### config.mk
export PLATFORM = sky130hd
export DESIGN_NAME = uart_rx
export DESIGN_NICKNAME = d
export VERILOG_FILES = /design/src/rtl/uart_rx.sv
export SDC_FILE = /design/constraint.sdc
export NUM_CORES = 1
export LEC_CHECK = 0
export BUFFER_PORTS_ARGS = -buffer_cell sky130_fd_sc_hd__buf_4
export CELL_PAD_IN_SITES_DETAIL_PLACEMENT = 0
export CELL_PAD_IN_SITES_GLOBAL_PLACEMENT = 1
export CORE_UTILIZATION = 35
export CTS_CLUSTER_SIZE = 14
export DETAILED_ROUTE_END_ITERATION = 8
export GPL_TIMING_DRIVEN = 0
export PLACE_DENSITY = 0.58
export SYNTH_ARGS = -nofsm -noshare
export SYNTH_HDL_FRONTEND = slang
export SYNTH_SLANG_ARGS = --single-unit
### constraint.sdc
create_clock -name clk -period 3.24 [get_ports clk]
set_input_delay 0 -clock clk [delete_from_list [all_inputs] [get_ports clk]]
set_output_delay 0 -clock clk [all_outputs]
set_load 0.02 [all_outputs]
### src/rtl/uart_rx.sv
// uart_rx: 8N1 serial receiver with 16x oversampling.
//
// The asynchronous rx line is brought into the clk domain by a two-flop
// synchronizer. A free-running divider produces one tick per 1/16 bit
// period. A small FSM finds the start bit, samples it at mid-bit, samples
// each data bit 16 ticks later, and checks the stop bit. A good frame
// updates data_out and raises data_ready_pulse for one cycle. A low stop
// bit raises frame_error for one cycle and then waits for the line to
// return high, so a held break reports one error and no phantom bytes.
//
// Ports:
//   clk              in   system clock, rising edge
//   reset            in   asynchronous, active-high
//   rx               in   serial line, idles high
//   data_out         out  [7:0] last correctly framed byte (LSB first on line)
//   data_ready_pulse out  one-cycle strobe when data_out updates
//   frame_error      out  one-cycle strobe when the stop bit is sampled low
//   busy             out  high whenever the FSM is not idle
//
// Handshake: there is no backpressure. data_ready_pulse is a single-cycle
// valid with an implied always-ready sink; data_out is valid on that cycle
// and holds until the next good frame.
module uart_rx #(
  parameter int CLK_FREQ   = 50_000_000,
  parameter int BAUD_RATE  = 19200,
  parameter int OVERSAMPLE = 16
) (
  input  logic       clk,
  input  logic       reset,
  input  logic       rx,
  output logic [7:0] data_out,
  output logic       data_ready_pulse,
  output logic       frame_error,
  output logic       busy
);

  localparam int DIV_RAW = CLK_FREQ / (BAUD_RATE * OVERSAMPLE);
  localparam int DIV     = (DIV_RAW < 1) ? 1 : DIV_RAW;
  localparam int CW      = (DIV > 1) ? $clog2(DIV) : 1;
  localparam logic [CW-1:0] DIV_M1 = CW'(DIV - 1);

  typedef enum logic [2:0] {
    IDLE      = 3'd0,
    START     = 3'd1,
    DATA      = 3'd2,
    STOP      = 3'd3,
    WAIT_IDLE = 3'd4
  } state_t;

  // Synchronizer: both stages reset to the idle (high) level.
  logic rx_m, rx_s;
  always_ff @(posedge clk or posedge reset) begin
    if (reset) begin
      rx_m <= 1'b1;
      rx_s <= 1'b1;
    end else begin
      rx_m <= rx;
      rx_s <= rx_m;
    end
  end

  // Oversampling tick: free-running, not re-phased on start detection,
  // so the first sample point can jitter by up to one tick.
  logic [CW-1:0] cnt;
  logic          tick;
  assign tick = (cnt == DIV_M1);

  always_ff @(posedge clk or posedge reset) begin
    if (reset) cnt <= '0;
    else if (tick) cnt <= '0;
    else cnt <= cnt + 1'b1;
  end

  state_t      state, state_n;
  logic [3:0]  s, s_n;
  logic [2:0]  n, n_n;
  logic [7:0]  sh, sh_n;
  logic [7:0]  dout_n;
  logic        rdy_n, ferr_n;

  always_ff @(posedge clk or posedge reset) begin
    if (reset) begin
      state            <= IDLE;
      s                <= '0;
      n                <= '0;
      sh               <= '0;
      data_out         <= '0;
      data_ready_pulse <= 1'b0;
      frame_error      <= 1'b0;
      busy             <= 1'b0;
    end else begin
      state            <= state_n;
      s                <= s_n;
      n                <= n_n;
      sh               <= sh_n;
      data_out         <= dout_n;
      data_ready_pulse <= rdy_n;
      frame_error      <= ferr_n;
      busy             <= (state_n != IDLE);
    end
  end

  always_comb begin
    state_n = state;
    s_n     = s;
    n_n     = n;
    sh_n    = sh;
    dout_n  = data_out;
    rdy_n   = 1'b0;
    ferr_n  = 1'b0;
    case (state)
      IDLE: begin
        if (!rx_s) begin
          state_n = START;
          s_n     = '0;
        end
      end
      START: begin
        if (tick) begin
          if (s == 4'd7) begin
            if (!rx_s) begin
              state_n = DATA;
              s_n     = '0;
              n_n     = '0;
            end else begin
              // Start bit did not survive to mid-bit: treat as a glitch.
              state_n = IDLE;
            end
          end else begin
            s_n = s + 4'd1;
          end
        end
      end
      DATA: begin
        if (tick) begin
          if (s == 4'd15) begin
            sh_n = {rx_s, sh[7:1]};
            s_n  = '0;
            if (n == 3'd7) state_n = STOP;
            else n_n = n + 3'd1;
          end else begin
            s_n = s + 4'd1;
          end
        end
      end
      STOP: begin
        if (tick) begin
          if (s == 4'd15) begin
            s_n = '0;
            if (rx_s) begin
              dout_n  = sh;
              rdy_n   = 1'b1;
              state_n = IDLE;
            end else begin
              ferr_n  = 1'b1;
              state_n = WAIT_IDLE;
            end
          end else begin
            s_n = s + 4'd1;
          end
        end
      end
      WAIT_IDLE: begin
        if (rx_s) state_n = IDLE;
      end
      default: state_n = IDLE;
    endcase
  end

endmodule

## Word level (Yosys, flattened, before mapping)

Cells that the tools add are included.

| cells by class | value |
|---|---|
| add/subtract/negate cells | 3 |
| eq/ne operators | 15 |
| muxes and demuxes | 34 |
| reduce and logical (&&, ||, !) cells | 9 |

Operator list:

| cell | number |
|---|---|
| 2-to-1 mux 3 bit | 16 |
| 2-to-1 mux 4 bit | 5 |
| one-hot mux 3 bit (5 select lines) | 1 |
| != test 2 bit, second input constant | 6 |
| one-hot mux 4 bit (3 select lines) | 1 |
| adder 8 x 1 -> 8 bit, second input constant | 1 |
| equality test 8 bit, second input constant | 1 |
| 2-to-1 mux 1 bit | 8 |
| 2-to-1 mux 8 bit | 1 |
| AND reduction 7 bit | 1 |
| equality test 3 x 2 -> 1 bit, second input constant | 2 |
| equality test 3 bit, second input constant | 2 |
| one-hot mux 3 bit (2 select lines) | 1 |
| AND reduction 3 bit | 2 |
| nonzero test 3 bit | 2 |
| adder 4 x 1 -> 4 bit, second input constant | 1 |
| equality test 4 x 3 -> 1 bit, second input constant | 1 |
| equality test 4 bit, second input constant | 1 |
| AND reduction 4 bit | 1 |
| adder 3 x 1 -> 3 bit, second input constant | 1 |
| equality test 3 x 1 -> 1 bit, second input constant | 1 |
| zero test 3 bit | 1 |
| 2-to-1 mux 2 bit | 1 |
| != test 2 x 1 -> 1 bit, second input constant | 1 |
| 2 further kinds | 2 |

| storage, ports and cells | value |
|---|---|
| bits in registers | 39 |
| output and inout port bits | 11 |
| logic and storage cells | 72 |

## Longest topological paths before layout

Gate-level depths: netlist (run 1).

| logic depth | value |
|---|---|
| depth after elaboration | 6 |
| gate-level depth with buffers | 6 |
| mapped depth without buffers | 6 |

## Least setup slack after synthesis (run 1)

OpenSTA, ideal clock, no wires.

| timing | value |
|---|---|
| path type | reg-to-reg |
| start point | register cnt[3] |
| end point | register data_out[0] |
| arrival | 2.160 ns |
| slack | 0.956 ns |
| cell stages (with the launch flop) | 6 |
| clock period less this slack | 2.284 ns |
| path through | dfrtp_1 or4b_1 clkbuf_1 or2_4 nor4_4 mux2_2 |

| on the way | value |
|---|---|
| word-level cells in the longest chain between the ends | 2 |

RTL lines:

| element | line | source |
|---|---|---|
| start, declared | 64 | `logic [CW-1:0] cnt;` |
| start signal, assigned | 71 | `else cnt <= cnt + 1'b1;` |
| equality test 8 bit | 66 | `assign tick = (cnt == DIV_M1);` |
| AND reduction 4 bit (no line) | -- |  |
| end signal, assigned | 96 | `data_out <= dout_n;` |
| end, declared | 31 | `output logic [7:0] data_out,` |

Every way passes these cells.
A chain may end at the register's enable or synchronous reset.

## Final worst setup path (run 1)

| timing | value |
|---|---|
| start point | register cnt[3] |
| end point | register sh[6] |

| on the way | value |
|---|---|
| word-level cells in the longest chain between the ends | 2 |

RTL lines:

| element | line | source |
|---|---|---|
| equality test 8 bit | 66 |  |
| AND reduction 3 bit (no line) | -- |  |
| end signal, assigned | 95 | `sh <= sh_n;` |
| end, declared | 77 | `logic [7:0] sh, sh_n;` |

Every way passes these cells.

==> flow_summary_export.csv, run 1 <==
group,metric,value,unit
drt,dr.pass1.iters,4,
critical_path,cpPeakStageDelay,0.97,ns
sta,setup_tns,0,ns
critical_path,worstPathCellList,"or4b_1 -> clkbuf_1 -> nor4_2 -> mux2_2",
placed_design,hpwl,2256,µm
sta,max_freq,379.7,MHz
min_path,min_from,"rx",
critical_path,timing.rr.end,"sh[6]",
yosys,synth_edf_count,0,
sta,fin_hold_ws,0.3535,ns
placed_design,io_buffers,13,
clock_network,clk_path_buf_depth,2,
drt,vias,1227,
global_route,grt_pass1_vias,1238,
clock_network,cts_tree,"done",
floorplan,die-area,0.005417,mm²
drt,drt_iter0_markers,70,
yosys,syn_area_per_cell,11.88,µm²
yosys,yosysWarnings,0,
min_path,min_path_type,"in2reg",
floorplan,coreArea,0.004817,mm²
global_route,antenna_found_initial,0,
sta,hold_viol_final,0,
sta,period_share,81.28,%
min_path,hold_path_end,"rx_m",
cells_and_area,n_antenna_cell,0,
critical_path,path_class,"reg2reg",
sta,maxSlewViolCount,0,
floorplan,die_y,73.60,µm
floorplan,initial_core_util,37.25,%
sta,setup_ws,0.6064,ns
clock_network,cts.sinks,39,
yosys,synth_cell_types,41,
critical_path,crit_buf_inv,1,
yosys,yosys-top-cells-count,"dfrtp_1, mux2_2, nand3_1, nand2_1, nor2_1",
pwr,ir_drop,216.5,µV
pwr,power.leakage,0.0009418,µW
yosys,synthMostInstantiatedCell,"dfrtp_1",
yosys,synth_area_leader_cell,"dfrtp_1",
critical_path,crit_family,"simple AND/OR/NAND/NOR gates",
placed_design,gp_congestion,0.7443,
clock_network,postCtsSetupRepairBufs,0,
sta,fin_crit,2.634,ns
placed_design,pre_cts_ws,0.5756,ns
critical_path,r2r_start,"cnt[3]",
clock_network,htreeDepth,2,
sta,finClkSkew,0.007371,ns
critical_path,worstRegToRegCells,4,
yosys,synth-seq-cells,39,
global_route,grt_pass1_wl,5754,µm
drt,drc_errors,0,
yosys,syn_nets,159,
floorplan,pin_count,14,
critical_path,cp-start-kind,"flop",
status,status,"completed",
drt,viasPerCell,5.091,
yosys,synth_ff_type,"dfrtp_1",
drt,route.detailed.wl_per_inst,13.61,µm
critical_path,crit_slowest_cell,"nor4_2",
critical_path,required,3.42,ns
sta,slew_headroom,26.36,%
placed_design,place_area,0.001976,mm²
global_route,grt_overflow_total,0,
floorplan,rows,25,
yosys,yosysTopAreaCellShare,51.60,%
yosys,postSynthCellCount,151,
sta,setup_viol,0,
cells_and_area,drive_gt1_share,28.16,%
clock_network,clk_latency,0.29,ns
cells_and_area,synthToLayoutAreaGrowth,15.97,%
cells_and_area,fin_nets,181,
critical_path,ff2ff_setup_slack,0.61,ns
cells_and_area,register_area,978.4,µm²
cells_and_area,multi_input_area,759.5,µm²
yosys,syn_area,0.001794,mm²
clock_network,cts-root-buf,"clkbuf_8",
drt,detail-route-antenna-nets,0,
min_path,whs_path_depth,2,
clock_network,cts_inserted_buffers,5,
yosys,seq_area_frac_synth,54.53,%
yosys,synth.area.top_cells,"dfrtp_1, mux2_2, ha_1",
clock_network,clkTransAtPathRegs,0.08,ns
critical_path,crit_fanout,9,
floorplan,die_w,73.60,µm
critical_path,critPathArrivalTime,2.81,ns
global_route,grt_max_degree,40,
sta,worst_pin_slew,1.095,ns
global_route,track_usage,14.41,%
sta,grt_setup_unrepaired,"false",
cells_and_area,nFillCells,475,
critical_path,worstSetupEndpointType,"flop",
pwr,pwr_density_cell,397.0,mW/mm²
pwr,total_power,826.1,µW
drt,wirelength,3279,µm
cells_and_area,final_area,0.002081,mm²
flow_run,max_cap_violations,0,
yosys,ys_async_sr_fraction,100.0,%
## cells in the final DEF, fill, tap and decap left out, types with 2 or more instances in the layout
cell and n:
nand3_1 10, clkbuf_8 5, dfstp_2 2, mux2_2 17, inv_1 7, mux2i_1 3, ha_1 5, nand2_1 9
buf_4 13, dlygate4sd3_1 2, and3_1 4, xnor2_1 5, a21oi_1 3, nand4_1 2, dfrtp_1 37, nor2_1 9
clkbuf_1 8, o21ai_0 4
## area by class of cell
| class | count | area share, % |
|---|---|---|
| Inverter | 8 | 1.443 |
| Sequential cell | 39 | 47.02 |
| Multi-Input combinational cell | 97 | 36.50 |
| Tap cell | 67 | 4.029 |
| Timing Repair Buffer | 15 | 5.652 |
| Buffer | 7 | 1.263 |
| Clock buffer | 6 | 3.488 |
| Clock inverter | 2 | 0.6013 |
## flip-flops by register name (all words and copies together), names as in the netlist
register          flops
busy                  1
data_out              8
rx_m                  1
s                     4
sh                    8
state                 3
data_ready_pulse      1
cnt                   8
n                     3
frame_error           1
rx_s                  1
## repair_timing
action,in CTS,in global routing
endpoints found under the setup margin,0,0
gates resized for setup,0,0
endpoints found under the hold margin,38,0
hold buffers,2,0
## per-stage QoR
stage                     instances  util (%)
final                           241     43.19
after global routing            241     43.19
after CTS                       241     43.19
after detailed placement        231     41.01
after global placement          231     41.01
after floorplan                 151         -
## cell families (layout without fill, tap and decap cells)
family / count (synthesis) / count (layout) / synth area share (%)
compound gates: 16 / 16 / 6.277
buf+inv: 15 / 38 / 3.138
xor+xnor: 6 / 6 / 2.929
simple gates: 50 / 50 / 17.29
mux: 20 / 20 / 12.34
flops: 39 / 39 / 54.53
fa+ha+maj: 5 / 5 / 3.487
## worst register-to-register path, cell delays in order, from the launching register on
cell and delay, ns:
dfrtp_1 0.42, or4b_1 0.53, clkbuf_1 0.18, nor4_2 0.97
mux2_2 0.42
## worst max path at each step
| stage | start | to | cells after the start |
|---|---|---|---|
| 6_report | cnt[3] | sh[6] | 4 |
| 3_5_place_dp | cnt[3] | sh[4] | 4 |
| 2_1_floorplan | cnt[3] | data_out[0] | 5 |
| 5_1_grt | cnt[3] | sh[4] | 4 |
| 4_1_cts | cnt[3] | sh[4] | 4 |
| 3_3_place_gp | cnt[3] | sh[5] | 4 |
## metal layers
metal | global-route usage [%] | vias up | wire length (µm)
met2 | 22.12 | 26 | 1510
met3 | 4.527 | 5 | 146
met5 | 0 | - | 0
li1 | - | 584 | -
met1 | 18.91 | 612 | 1565
met4 | 5.769 | 0 | 57
## where the power goes
part,leakage (µW),internal [µW],switching (µW)
clock network,0.0000412,150,170
logic,0.000387,4.28,12.5
registers,0.000513,489,0.304
total,0.000942,643,183
Power figures use the tool's default switching activity.
==> inputs of run 2 (changes only) <==
--- a/config.mk
+++ b/config.mk
@@ -12,7 +12,7 @@
 export CTS_CLUSTER_SIZE = 14
 export DETAILED_ROUTE_END_ITERATION = 8
 export GPL_TIMING_DRIVEN = 0
-export PLACE_DENSITY = 0.58
+export PLACE_DENSITY = 0.61
 export SYNTH_ARGS = -nofsm -noshare
 export SYNTH_HDL_FRONTEND = slang
 export SYNTH_SLANG_ARGS = --single-unit
==> constraint.sdc (replaced) <==
create_clock -name clk -period 2.1 [get_ports clk]
set_input_delay 0 -clock clk [delete_from_list [all_inputs] [get_ports clk]]
set_output_delay 0 -clock clk [all_outputs]
set_load 0.02 [all_outputs]
==> run 2 against run 1 <==
Against the previous run: the run now ends with setup timing left; power up 70%; final area increased by 9.1%; non-clock buffer count grew 11; clock power grew 96%; setup slack got worse by 0.61 ns; combinational power increased by 38%; clock skew is 0.0033 ns lower; largest power group unchanged.
==> flow_summary_export.csv, run 2 (same netlist as run 1, synthesis figures left out) <==
group,metric,value,unit
flow_run,max_cap_violations,0,
cells_and_area,fin_nets,192,
sta,max_freq,476.1,MHz
sta,period_share,100.0,%
clock_network,cts_tree,"done",
clock_network,clk_path_buf_depth,2,
critical_path,worstSetupEndpointType,"flop",
pwr,p_clk_share,44.6,%
global_route,grt_max_degree,40,
critical_path,cp-start-kind,"flop",
floorplan,initial_core_util,37.25,%
pwr,power.internal,1114,µW
critical_path,required,2.28,ns
critical_path,critPathArrivalTime,2.28,ns
cells_and_area,synthToLayoutAreaGrowth,26.50,%
drt,drt_iter0_markers,58,
drt,route.detailed.wl_per_inst,14.05,µm
critical_path,cpPeakStageDelay,0.53,ns
floorplan,rows,25,
sta,maxSlewViolCount,0,
cells_and_area,n_antenna_cell,0,
sta,worst_pin_slew,0.8090,ns
drt,wirelength,3540,µm
critical_path,path_class,"reg2reg",
cells_and_area,postLayoutCoreUtil,47.12,%
global_route,track_usage,15.25,%
sta,hold_viol_final,0,
clock_network,clk_latency,0.29,ns
clock_network,cts-root-buf,"clkbuf_8",
status,violations,"setup timing",
pwr,ir_drop,415.4,µV
pwr,sw_frac_of_total,20.88,%
placed_design,hpwl,2336,µm
sta,setup_ws,-0.0006062,ns
critical_path,crit_fanout,8,
drt,vias,1266,
floorplan,coreArea,0.004817,mm²
drt,dr.pass1.iters,5,
floorplan,die_y,73.60,µm
cells_and_area,reg_top3,"cnt (8), data_out (8), sh (8)",
drt,drc_errors,0,
cells_and_area,final_common_cell,"dfrtp_1",
sta,grt_setup_unrepaired,"true",
global_route,grt_pass1_wl,6120,µm
floorplan,pin_count,14,
sta,slew_headroom,45.99,%
clock_network,cts.sinks,39,
critical_path,crit_slowest_cell,"or4b_1",
sta,setup_viol,1,
sta,fin_crit,2.101,ns
placed_design,io_buffers,13,
clock_network,clkTransAtPathRegs,0.08,ns
global_route,antenna_found_initial,0,
pwr,p_seq_share,53.8,%
clock_network,cts_inserted_buffers,5,
pwr,p_sw,294.0,µW
clock_network,htreeDepth,2,
floorplan,die-area,0.005417,mm²
global_route,grt_overflow_total,0,
pwr,p_comb_share,1.6,%
critical_path,crit_family,"simple AND/OR/NAND/NOR gates",
pwr,power.leakage,0.001054,µW
status,status,"complete, but fails checks",
critical_path,crit_buf_inv,2,
global_route,grt_pass1_vias,1326,
cells_and_area,drive_gt1_share,35.68,%
drt,detail-route-antenna-nets,0,
pwr,pwr_density_cell,620.3,mW/mm²
placed_design,pre_cts_ws,-0.2903,ns
placed_design,gp_congestion,0.7747,
cells_and_area,nFillCells,471,
floorplan,die_w,73.60,µm
drt,viasPerCell,5.024,
min_path,min_path_type,"reg2reg",
critical_path,worstPathCellList,"or4b_1 -> clkbuf_8 -> or2_4 -> nor4_4 -> buf_6 -> mux2_4",
sta,finClkSkew,0.004029,ns
cells_and_area,final_cell_mix,"dfrtp_1, buf_4, nand3_1",
-- run 2: changes by cell type in the layout (fill, tap and decap cells not counted), sizes merged --
cell	delta
buf	+14
bufinv	+1
clkbuf	-4
clkinv	+1
clkinvlp	-1
-- run 2: through the flow --
step                        TNS [ns]  instance area [µm²]  cells  hold WS [ns]  total power [µW]
after CTS                    -0.8664                 2223    248        0.3468              1425
after floorplan              -0.4143                 1817    151      0.004478             784.7
after detailed placement      -3.970                 1998    231        0.1116             794.0
final                     -0.0006062                 2270    252        0.3575              1408
after global placement        -3.443                 1998    231        0.1105             793.2
after global routing         -0.6134                 2270    252        0.3459              1458
-- run 2: cell type report --
| class | instances | area, µm² | area share [%] |
|---|---|---|---|
| buffer | 4 | 25.02 | 1.103 |
| sequential | 39 | 978.4 | 43.11 |
| tap | 67 | 83.83 | 3.693 |
| clock buffer | 5 | 68.82 | 3.032 |
| clock inverter | 3 | 43.79 | 1.929 |
| timing repair buffer | 29 | 230.2 | 10.14 |
| inverter | 8 | 30.03 | 1.323 |
| multi-input combinational | 97 | 809.5 | 35.67 |
-- run 2: what timing repair did --
action,CTS,global route
pin swaps,5,4
hold buffers,2,0
endpoints found under the hold margin,38,0
resized for setup,9,2
setup endpoints to repair,21,20
buffers inserted,8,6
-- run 2: power groups by stage --
stage | registers (µW) | clock network (µW) | logic [µW]
after global routing | 758 | 674 | 27.0
after detailed placement | 769 | 0 | 25.0
after floorplan | 769 | 0 | 15.8
after global placement | 769 | 0 | 24.2
after CTS | 757 | 644 | 24.8
final | 757 | 628 | 23.1
-- run 2: path summary, 6_finish.rpt --
| path | startpoint | endpoint | slack (ns) | cells past startpoint |
|---|---|---|---|---|
| min reg2reg | rx_m | rx_s | 0.36 | 0 |
| max reg2reg | cnt[3] | data_out[0] | -0.0006 | 6 |
| min | rx_m | rx_s | 0.36 | 0 |
| max in group asynchronous | reset | s[2] | 1.16 | 3 |
| min in group asynchronous | reset | cnt[5] | 0.43 | 3 |
| max | cnt[3] | data_out[0] | -0.0006 | 6 |
-- run 2: metal layers --
layer / GRT usage, % / vias up / share of wire (%)
li1: - / 605 / -
met1: 18.99 / 623 / 46
met2: 25.18 / 33 / 48
met3: 4.527 / 5 / 4.1
met4: 5.342 / 0 / 1.4
met5: 0 / - / 0
